File: config.mk
export PLATFORM = sky130hd
export DESIGN_NAME = inst_prefetch_unit_flat
export DESIGN_NICKNAME = d
export VERILOG_FILES = /design/src/rtl/inst_prefetch_unit_if.sv /design/src/rtl/inst_prefetch_unit.sv /design/src/flat_wrapper.sv
export SDC_FILE = /design/constraint.sdc
export NUM_CORES = 1
export LEC_CHECK = 0
export CAP_MARGIN = 20
export CELL_PAD_IN_SITES_DETAIL_PLACEMENT = 0
export CELL_PAD_IN_SITES_GLOBAL_PLACEMENT = 1
export CORE_AREA = 10 10 222 224
export DETAILED_ROUTE_END_ITERATION = 8
export DIE_AREA = 0 0 232 234
export PLACE_DENSITY = 0.8
export SLEW_MARGIN = 10
export SYNTH_ARGS = -nofsm -noshare
export SYNTH_HDL_FRONTEND = slang
export SYNTH_SLANG_ARGS = --single-unit
export TNS_END_PERCENT = 100
File: constraint.sdc
create_clock -name clk -period 4.55 [get_ports clk]
set_input_delay 0.91 -clock clk [delete_from_list [all_inputs] [get_ports clk]]
set_output_delay 0.91 -clock clk [all_outputs]
set_load 0.05 [all_outputs]
File: src/rtl/inst_prefetch_unit_if.sv
// Instruction-fetch bus bundle for inst_prefetch_unit.
//   Request channel  : PC, Inst_Req_Valid (unit -> memory), Inst_Req_Ready (memory -> unit)
//   Response channel : Instruction, Inst_Valid (memory -> unit), Inst_Ready (unit -> memory)
//   Decode channel   : out_valid, out_inst, out_pc (unit -> decode), out_ready (decode -> unit)
// Handshake rule on every channel: a transfer happens on a rising clk edge where
// both valid and ready are 1. A valid, once raised, holds its payload stable
// until the transfer (the request side may drop it only on redirect or reset).
// master = the prefetch unit, slave = memory + decode side.
interface inst_prefetch_unit_if;
  logic [31:0] PC;
  logic        Inst_Req_Valid;
  logic        Inst_Req_Ready;
  logic [31:0] Instruction;
  logic        Inst_Valid;
  logic        Inst_Ready;
  logic        out_valid;
  logic [31:0] out_inst;
  logic [31:0] out_pc;
  logic        out_ready;

  modport master (
    output PC, Inst_Req_Valid, Inst_Ready, out_valid, out_inst, out_pc,
    input  Inst_Req_Ready, Instruction, Inst_Valid, out_ready
  );

  modport slave (
    input  PC, Inst_Req_Valid, Inst_Ready, out_valid, out_inst, out_pc,
    output Inst_Req_Ready, Instruction, Inst_Valid, out_ready
  );
endinterface

File: src/rtl/inst_prefetch_unit.sv
// Sequential instruction prefetcher with PC-tagged output FIFO.
// Ports:
//   clk, rst            : clock, synchronous active-high reset
//   redirect_valid/_pc  : flush the buffer and restart fetch at redirect_pc
//   bus (master)        : fetch request/response channels and decode output
//   occupancy           : FIFO entry count
//   perf_req_stall_cnt  : cycles with a request pending but not accepted
//   perf_drop_cnt       : responses discarded as stale
// Up to MAX_OUTSTANDING requests are in flight. A request is only issued when
// the FIFO is guaranteed a slot for its response, so the FIFO cannot overflow.
// After a redirect the responses still in flight are counted as stale and
// dropped as they return (responses come back in request order).
module inst_prefetch_unit #(
  parameter int          DEPTH           = 4,
  parameter int          MAX_OUTSTANDING = 2,
  parameter logic [31:0] RESET_PC        = 32'h0
) (
  input  logic                         clk,
  input  logic                         rst,
  input  logic                         redirect_valid,
  input  logic [31:0]                  redirect_pc,
  inst_prefetch_unit_if.master         bus,
  output logic [$clog2(DEPTH+1)-1:0]   occupancy,
  output logic [31:0]                  perf_req_stall_cnt,
  output logic [31:0]                  perf_drop_cnt
);
  localparam int AW = $clog2(DEPTH);
  localparam int CW = $clog2(DEPTH+1);

  logic [31:0]   fetch_pc_q, fetch_pc_d;
  logic [31:0]   resp_pc_q,  resp_pc_d;
  logic [CW-1:0] inflight_q, inflight_d;
  logic [CW-1:0] stale_q,    stale_d;
  logic [CW-1:0] count_q,    count_d;
  logic [AW-1:0] head_q,     head_d;
  logic [AW-1:0] tail_q,     tail_d;
  logic [31:0]   stall_q,    stall_d;
  logic [31:0]   drop_q,     drop_d;
  logic [63:0]   mem_q [DEPTH];   // {pc, instruction}

  logic [CW:0]   committed;       // buffered entries plus live responses still due
  logic          req_valid, req_fire, resp_fire, push, pop;

  assign committed = {1'b0, count_q} + {1'b0, inflight_q} - {1'b0, stale_q};

  assign req_valid = !rst && !redirect_valid
                   && (inflight_q < CW'(MAX_OUTSTANDING))
                   && (committed < (CW+1)'(DEPTH));
  assign req_fire  = req_valid && bus.Inst_Req_Ready;
  // Responses with nothing outstanding are protocol errors and are not accepted.
  assign resp_fire = !rst && bus.Inst_Valid && (inflight_q != '0);
  assign push      = resp_fire && !redirect_valid && (stale_q == '0);
  assign pop       = (count_q != '0) && bus.out_ready && !redirect_valid;

  assign bus.PC             = fetch_pc_q;
  assign bus.Inst_Req_Valid = req_valid;
  assign bus.Inst_Ready     = rst || (inflight_q != '0);
  assign bus.out_valid      = (count_q != '0);
  assign bus.out_pc         = mem_q[head_q][63:32];
  assign bus.out_inst       = mem_q[head_q][31:0];
  assign occupancy          = count_q;
  assign perf_req_stall_cnt = stall_q;
  assign perf_drop_cnt      = drop_q;

  always_comb begin
    fetch_pc_d = fetch_pc_q;
    resp_pc_d  = resp_pc_q;
    inflight_d = inflight_q;
    stale_d    = stale_q;
    count_d    = count_q;
    head_d     = head_q;
    tail_d     = tail_q;
    stall_d    = stall_q;
    drop_d     = drop_q;
    if (redirect_valid) begin
      // Everything still outstanding becomes stale; a response landing in this
      // very cycle is dropped immediately and so leaves the in-flight set.
      fetch_pc_d = redirect_pc;
      resp_pc_d  = redirect_pc;
      inflight_d = inflight_q - CW'(resp_fire);
      stale_d    = inflight_q - CW'(resp_fire);
      count_d    = '0;
      head_d     = '0;
      tail_d     = '0;
      if (resp_fire) drop_d = drop_q + 32'd1;
    end else begin
      inflight_d = inflight_q + CW'(req_fire) - CW'(resp_fire);
      if (req_fire) fetch_pc_d = fetch_pc_q + 32'd4;
      if (req_valid && !bus.Inst_Req_Ready) stall_d = stall_q + 32'd1;
      if (resp_fire && (stale_q != '0)) begin
        stale_d = stale_q - CW'(1);
        drop_d  = drop_q + 32'd1;
      end
      if (push) begin
        tail_d    = tail_q + AW'(1);
        resp_pc_d = resp_pc_q + 32'd4;
      end
      if (pop) head_d = head_q + AW'(1);
      count_d = count_q + CW'(push) - CW'(pop);
    end
  end

  always_ff @(posedge clk) begin
    if (rst) begin
      fetch_pc_q <= RESET_PC;
      resp_pc_q  <= RESET_PC;
      inflight_q <= '0;
      stale_q    <= '0;
      count_q    <= '0;
      head_q     <= '0;
      tail_q     <= '0;
      stall_q    <= '0;
      drop_q     <= '0;
    end else begin
      fetch_pc_q <= fetch_pc_d;
      resp_pc_q  <= resp_pc_d;
      inflight_q <= inflight_d;
      stale_q    <= stale_d;
      count_q    <= count_d;
      head_q     <= head_d;
      tail_q     <= tail_d;
      stall_q    <= stall_d;
      drop_q     <= drop_d;
    end
  end

  // Storage needs no reset: an entry is only visible once count covers it.
  always_ff @(posedge clk) begin
    if (push) mem_q[tail_q] <= {resp_pc_q, bus.Instruction};
  end
endmodule

File: src/flat_wrapper.sv
// flat-port wrapper written by rule: the top's interface ports become plain ports
module inst_prefetch_unit_flat 
#(
  parameter int          DEPTH           = 4,
  parameter int          MAX_OUTSTANDING = 2,
  parameter logic [31:0] RESET_PC        = 32'h0
)
  (clk, rst, redirect_valid, redirect_pc, occupancy, perf_req_stall_cnt, perf_drop_cnt, bus_PC, bus_Inst_Req_Valid, bus_Inst_Ready, bus_out_valid, bus_out_inst, bus_out_pc, bus_Inst_Req_Ready, bus_Instruction, bus_Inst_Valid, bus_out_ready);
  inst_prefetch_unit_if bus_i ();
  input  logic clk;
  input  logic rst;
  input  logic redirect_valid;
  input  logic [31:0] redirect_pc;
  output logic [$clog2(DEPTH+1)-1:0] occupancy;
  output logic [31:0] perf_req_stall_cnt;
  output logic [31:0] perf_drop_cnt;
  output wire logic [$bits(bus_i.PC)-1:0] bus_PC;
  output wire logic [$bits(bus_i.Inst_Req_Valid)-1:0] bus_Inst_Req_Valid;
  output wire logic [$bits(bus_i.Inst_Ready)-1:0] bus_Inst_Ready;
  output wire logic [$bits(bus_i.out_valid)-1:0] bus_out_valid;
  output wire logic [$bits(bus_i.out_inst)-1:0] bus_out_inst;
  output wire logic [$bits(bus_i.out_pc)-1:0] bus_out_pc;
  input wire logic [$bits(bus_i.Inst_Req_Ready)-1:0] bus_Inst_Req_Ready;
  input wire logic [$bits(bus_i.Instruction)-1:0] bus_Instruction;
  input wire logic [$bits(bus_i.Inst_Valid)-1:0] bus_Inst_Valid;
  input wire logic [$bits(bus_i.out_ready)-1:0] bus_out_ready;
  assign bus_PC = bus_i.PC;
  assign bus_Inst_Req_Valid = bus_i.Inst_Req_Valid;
  assign bus_Inst_Ready = bus_i.Inst_Ready;
  assign bus_out_valid = bus_i.out_valid;
  assign bus_out_inst = bus_i.out_inst;
  assign bus_out_pc = bus_i.out_pc;
  assign bus_i.Inst_Req_Ready = bus_Inst_Req_Ready;
  assign bus_i.Instruction = bus_Instruction;
  assign bus_i.Inst_Valid = bus_Inst_Valid;
  assign bus_i.out_ready = bus_out_ready;
  inst_prefetch_unit #(.DEPTH(DEPTH), .MAX_OUTSTANDING(MAX_OUTSTANDING), .RESET_PC(RESET_PC)) u_core (.clk(clk), .rst(rst), .redirect_valid(redirect_valid), .redirect_pc(redirect_pc), .bus(bus_i), .occupancy(occupancy), .perf_req_stall_cnt(perf_req_stall_cnt), .perf_drop_cnt(perf_drop_cnt));
endmodule
# Word level (Yosys, flattened, before mapping)

Memories as Yosys holds them, arrays and structs flattened. A register that Yosys moved wholly into a read port is not among the register bits.
Index checks and enable logic that the tools add are counted.

Equality and inequality tests: 1
Order comparisons: 2
Reduce and logical (&&, ||, !) cells: 26
Add/sub/neg operators: 14
Bitwise operators: 1
Mux-type cells: 14

Operators by type and width:

| cell                                                                          | count |
|---|---|
| 32-bit two-way mux                                                            | 7 |
| 32-bit by 1-bit adder with 32-bit output (second input constant)              | 2 |
| 32-bit by 3-bit adder with 32-bit output (second input constant)              | 2 |
| 1-bit logical AND                                                             | 12 |
| 3-bit two-way mux                                                             | 3 |
| 3-bit nonzero test                                                            | 3 |
| 3-bit by 1-bit subtractor with 3-bit output                                   | 3 |
| 3-bit by 1-bit adder with 3-bit output                                        | 2 |
| 2-bit nonzero test                                                            | 3 |
| 2-bit by 1-bit adder with 2-bit output (second input constant)                | 2 |
| 3-bit by 3-bit adder with 4-bit output                                        | 1 |
| 4-bit by 3-bit less-than comparator with 1-bit output (second input constant) | 1 |
| 2-bit two-way mux                                                             | 2 |
| 2-bit AND reduction                                                           | 2 |
| 4-bit by 3-bit subtractor with 4-bit output                                   | 1 |
| 1-bit zero test                                                               | 3 |
| 3-bit zero test                                                               | 1 |
| 3-bit by 2-bit less-than comparator with 1-bit output (second input constant) | 1 |
| 3-bit by 1-bit subtractor with 3-bit output (second input constant)           | 1 |
| 1-bit two-way mux                                                             | 2 |
| 2-bit by 1-bit inequality test with 1-bit output (second input constant)      | 1 |
| 2-bit OR reduction                                                            | 1 |
| 1-bit logical OR                                                              | 1 |
| 1-bit NOT                                                                     | 1 |

Memories kept: 1
Output and inout port bits: 166
Memory bits (writable): 256
Flip-flop bits (word level): 141
Logic and storage cells: 68
Input port bits: 70

Memory list:

| name         | words | width | rd ports | clocked after memory_dff | wr ports | line                     | RTL |
|---|---|---|---|---|---|---|---|
| u_core.mem_q | 4     | 64    | 1        | 1                        | 1        | inst_prefetch_unit.sv:39 | `logic [63:0] mem_q [DEPTH];` |

# Depth between registers and ports, before layout

Depth after elaboration: 8
Depth in mapped cells: 16
Mapped depth without buffers: 13

# Worst setup path before layout

Ideal clock, no wire load.

Path type: input port to flip-flop
From: input port redirect_valid
To: memory u_core.mem_q[1][0] (enable)
Setup slack: 504 ps
Stages on the path: 6
Path buffers: 2
Required time: 4121 ps
Library setup time: 429 ps
Arrival time: 3617 ps
Cell sequence: clkbuf_1 -> nor3b_2 -> nand3_1 -> inv_2 -> clkbuf_1 -> and2_1

Longest elaborated chain between the ends: 5

Ends and longest elaborated chain:

| item                                    | line                      | RTL |
|---|---|---|
| start: declaration                      | flat_wrapper.sv:12        | `input logic redirect_valid;` |
| 1-bit zero test                         | inst_prefetch_unit.sv:52  | `assign push = resp_fire && !redirect_valid && (stale_q == '0);` |
| 1-bit logical AND (2 in series)         | inst_prefetch_unit.sv:52  |  |
| named net u_core.push                   | inst_prefetch_unit.sv:42  | `logic req_valid, req_fire, resp_fire, push, pop;` |
| 1-bit two-way mux                       | inst_prefetch_unit.sv:129 | `if (push) mem_q[tail_q] <= {resp_pc_q, bus.Instruction};` |
| 1-bit two-way mux (implied by the code) | inst_prefetch_unit.sv:129 |  |
| end: declaration                        | inst_prefetch_unit.sv:39  |  |

The timed path passes the listed nets, and every way through them passes these cells.

# Final worst setup path

From: register u_core.stale_q[2]
To: output port bus_Inst_Req_Valid

Longest elaborated chain between the ends: 3

Ends and longest elaborated chain:

| item                                                  | line                      | RTL |
|---|---|---|
| start: declaration                                    | inst_prefetch_unit.sv:33  | `logic [CW-1:0] stale_q, stale_d;` |
| start signal: assignment                              | inst_prefetch_unit.sv:118 | `stale_q <= stale_d;` |
| 4-bit by 3-bit subtractor with 4-bit output           | inst_prefetch_unit.sv:44  | `assign committed = {1'b0, count_q} + {1'b0, inflight_q} - {1'b0, stale_q};` |
| 4-bit by 3-bit less-than comparator with 1-bit output | inst_prefetch_unit.sv:48  | `&& (committed < (CW+1)'(DEPTH));` |
| 1-bit logical AND                                     | inst_prefetch_unit.sv:48  |  |
| end: declaration                                      | flat_wrapper.sv:18        | `output wire logic [$bits(bus_i.Inst_Req_Valid)-1:0] bus_Inst_Req_Valid;` |

Every way passes these cells.

==> impl_metrics.py <==
metrics = {
    "run_status": {
        "status": "finished clean",
    },
    "global_route": {
        "grt_pass1_vias": 11412,
        "grt_start_max_net_pins": 62,
        "overflow": 0,
        "use_met2_pct": 24.5,
        "antenna_found_initial": 5,
        "grtUsageTotal_pct": 16.1,
        "met1_usage_pct": 20.4,
        "grt_pass1_wl_mm": 67.9,
        "top_usage_layer": "met2",
        "met3_usage_pct": 7.38,
    },
    "detailed_routing": {
        "viasPerCell": 5.36,
        "drc_errors": 0,
        "drt_iter0_drc": 817,
        "wl_mm": 44.4,
        "num_vias": 11408,
        "wl_per_cell_microns": 20.9,
        "ant_nets": 0,
        "drtPass1Iterations": 7,
    },
    "synthesis": {
        "synth.distinct_cells": 71,
        "synth_area_sq_um": 16800,
        "synth_most_common_cell": "edfxtp_1",
        "synth-seq-area-share_pct": 62.8,
        "synth_top_area_share_pct": 45.8,
        "yosys-top-cells-count": "256 x edfxtp_1, 143 x dfxtp_1, 94 x nand2_1",
        "ys_warn_count": 0,
        "synth-edff-count": 256,
        "yosysTopAreaCell": "edfxtp_1",
        "synthFlopType": "edfxtp_1",
        "synth.avg_cell_area_sq_um": 13.4,
        "syn_nets": 1348,
        "async_flop_share_pct": 0,
        "ys_top_cells_by_area": "edfxtp_1 46%, dfxtp_1 17%, mux4_2 8.6%",
        "synthCells": 1254,
        "synth-seq-cells": 399,
    },
    "layout": {
        "nNetsFinal": 1588,
        "drive_above_1_share_pct": 11.9,
        "fill_cells": 4004,
        "utilization_pct": 47.6,
        "fin_cells": 2127,
        "final-seq-area_sq_um": 10600,
        "multi_input_area_sq_um": 5840,
        "stdcell_area_sq_um": 21300,
        "area_delta_synth_final_pct": 27.1,
    },
    "die": {
        "fp.dieH_microns": 234,
        "die_area_sq_um": 54300,
        "num_rows": 78,
        "ios": 236,
        "die_x_microns": 232,
        "start_util_pct": 37.4,
        "core_area_sq_um": 44900,
    },
    "critical_path": {
        "critPathMaxStageDelay_ns": 0.58,
        "cp.arrival_ns": 3.24,
        "required_ns": 3.64,
        "crit_fanout": 4,
        "ff2ff_path_depth": 13,
        "path_class": "reg2out",
        "slowest_stage": "or4_1",
        "cp_cell_sequence": "inv_1 -> fa_1 -> ha_1 -> or4b_4 -> or4_1 -> nand2_1 -> buf_12",
        "r2r_start": "u_core.occupancy[1]",
        "startpoint_type": "flop",
        "r2r_end": "u_core.inflight_q[2]",
        "reg2reg_slack_ns": 0.66,
        "cp-end-kind": "primary output",
    },
    "clocking": {
        "cts-root-buf": "clkbuf_16",
        "clkSinkCount": 399,
        "cts_tree": "built",
        "clk_path_buf_depth": 3,
        "cts_hold_repair.buffers": 0,
        "clkLatencyLatePin_ns": 0.59,
        "cts_setup_buffers": 0,
        "clk_pin_slew_ns": 0.06,
        "h-tree-depth": 2,
        "cts_resized": 0,
        "numCtsBuffers": 43,
    },
    "pwr": {
        "power.leakage_nw": 6.89,
        "powerDensity_nw_per_um2": 418,
        "power_mw": 8.92,
        "ir_drop_mv": 0.277,
    },
    "placement": {
        "dp.cells": 2048,
        "post-place-ws_ns": 0.669,
        "globalplace.congestion": 0.858,
        "dpl.hpwl_mm": 30.6,
        "portBuffers": 235,
        "placed_area_sq_um": 19900,
    },
    "min_path": {
        "holdPathStages": 2,
        "hold_class": "reg2reg",
        "hp-start": "u_core.bus.PC[0]",
        "hold_end": "u_core.bus.PC[0]",
    },
    "sta": {
        "layout_setup_ws_ns": 0.396,
        "drv_slew": 0,
        "min_period_ns": 4.15,
        "fmax_mhz": 241,
        "rsz0062_at_grt": "false",
        "hold_viol": 0,
        "finClkSkew_ns": 0.0336,
        "setup_viol": 0,
        "maxSlewHeadroom_pct": 30.0,
        "tightest_slew_ns": 1.04,
        "finalCritPeriodShare_pct": 91.3,
        "tns_ns": 0,
        "worst_hold_slack_ns": 0.464,
    },
    "run": {
        "maxCapViolations": 0,
    },
}
-- placed cells by master (no fill, tap or decap), types with 12 or more instances in the layout --
cell type	count
and3_1	19
nand4_1	61
edfxtp_1	256
or3_1	23
or4_1	14
inv_1	37
dfxtp_1	141
mux4_2	64
clkbuf_16	43
o21ai_0	34
nand2_1	94
buf_4	18
ha_1	20
xnor2_1	16
nor2_1	74
xor2_1	43
nor3_1	17
and2_1	13
clkinv_1	12
a21oi_1	50
a31oi_1	12
clkdlybuf4s50_1	233
nand3_1	45
-- worst max-delay path by stage --
| stage | startpoint | end | slack (ns) | cells past startpoint |
|---|---|---|---|---|
| global placement | u_core.occupancy[1] | u_core.inflight_q[2] | 0.68 | 13 |
| finish | u_core.stale_q[2] | bus_Inst_Req_Valid | 0.40 | 7 |
| CTS | u_core.occupancy[1] | bus_Inst_Req_Valid | 0.38 | 8 |
| global route | u_core.occupancy[1] | bus_Inst_Req_Valid | 0.28 | 8 |
| detailed placement | u_core.occupancy[1] | u_core.inflight_q[2] | 0.67 | 13 |
| floorplan | redirect_valid | u_core.mem_q[1][0] | 0.50 | 6 |
-- sequential cells by signal, indices dropped and copies added, names as in the netlist, named ones only --
| name | cells |
|---|---|
| u_core.occupancy | 3 |
| u_core.inflight_q | 3 |
| u_core.tail_q | 2 |
| u_core.head_q | 2 |
| u_core.resp_pc_q | 32 |
| u_core.perf_req_stall_cnt | 32 |
| u_core.bus.PC | 32 |
| u_core.stale_q | 3 |
| u_core.mem_q | 256 |
| u_core.perf_drop_cnt | 32 |
-- worst max-delay path: cells and delay by family, from the launching register on --
kind | cells | cell delay (ns)
buffers and inverters | 2 | 0.25
adder cells (fa/ha/maj) | 2 | 0.81
flip-flops | 1 | 0.36
AND/OR/NAND/NOR | 3 | 1.26
-- power by group --
group          internal [mW]  leakage, nW  switching [mW]  total (mW)
clock network           1.99        0.678            1.47        3.46
registers               3.98         3.49           0.128        4.11
logic                  0.482         2.72           0.871        1.35
-- metal layers --
layer / vias to the layer above / routed length, microns / part of all wire (%)
li1: 5318 / - / -
met1: 5655 / 18800 / 42
met2: 373 / 19900 / 45
met3: 54 / 4950 / 11
met4: 8 / 754 / 1.7
met5: - / 61 / 0.14
-- kinds of logic after synthesis --
logic type | Yosys count | synth area share (%)
buf+inv | 106 | 2.53
xor+xnor | 59 | 3.08
fa+ha+maj | 24 | 1.97
simple gates | 404 | 12.7
compound gates | 184 | 7.47
mux | 78 | 9.47
flops | 399 | 62.8
-- layout make-up --
class / instances / area share (%)
Sequential cell: 399 / 49.4
Multi-Input combinational cell: 749 / 27.4
Timing Repair Buffer: 261 / 12.4
Clock buffer: 49 / 5.15
Tap cell: 600 / 3.52
Clock inverter: 28 / 1.39
Inverter: 40 / 0.703
Antenna cell: 1 / 0.0117
Power figures use the tool's default switching activity.
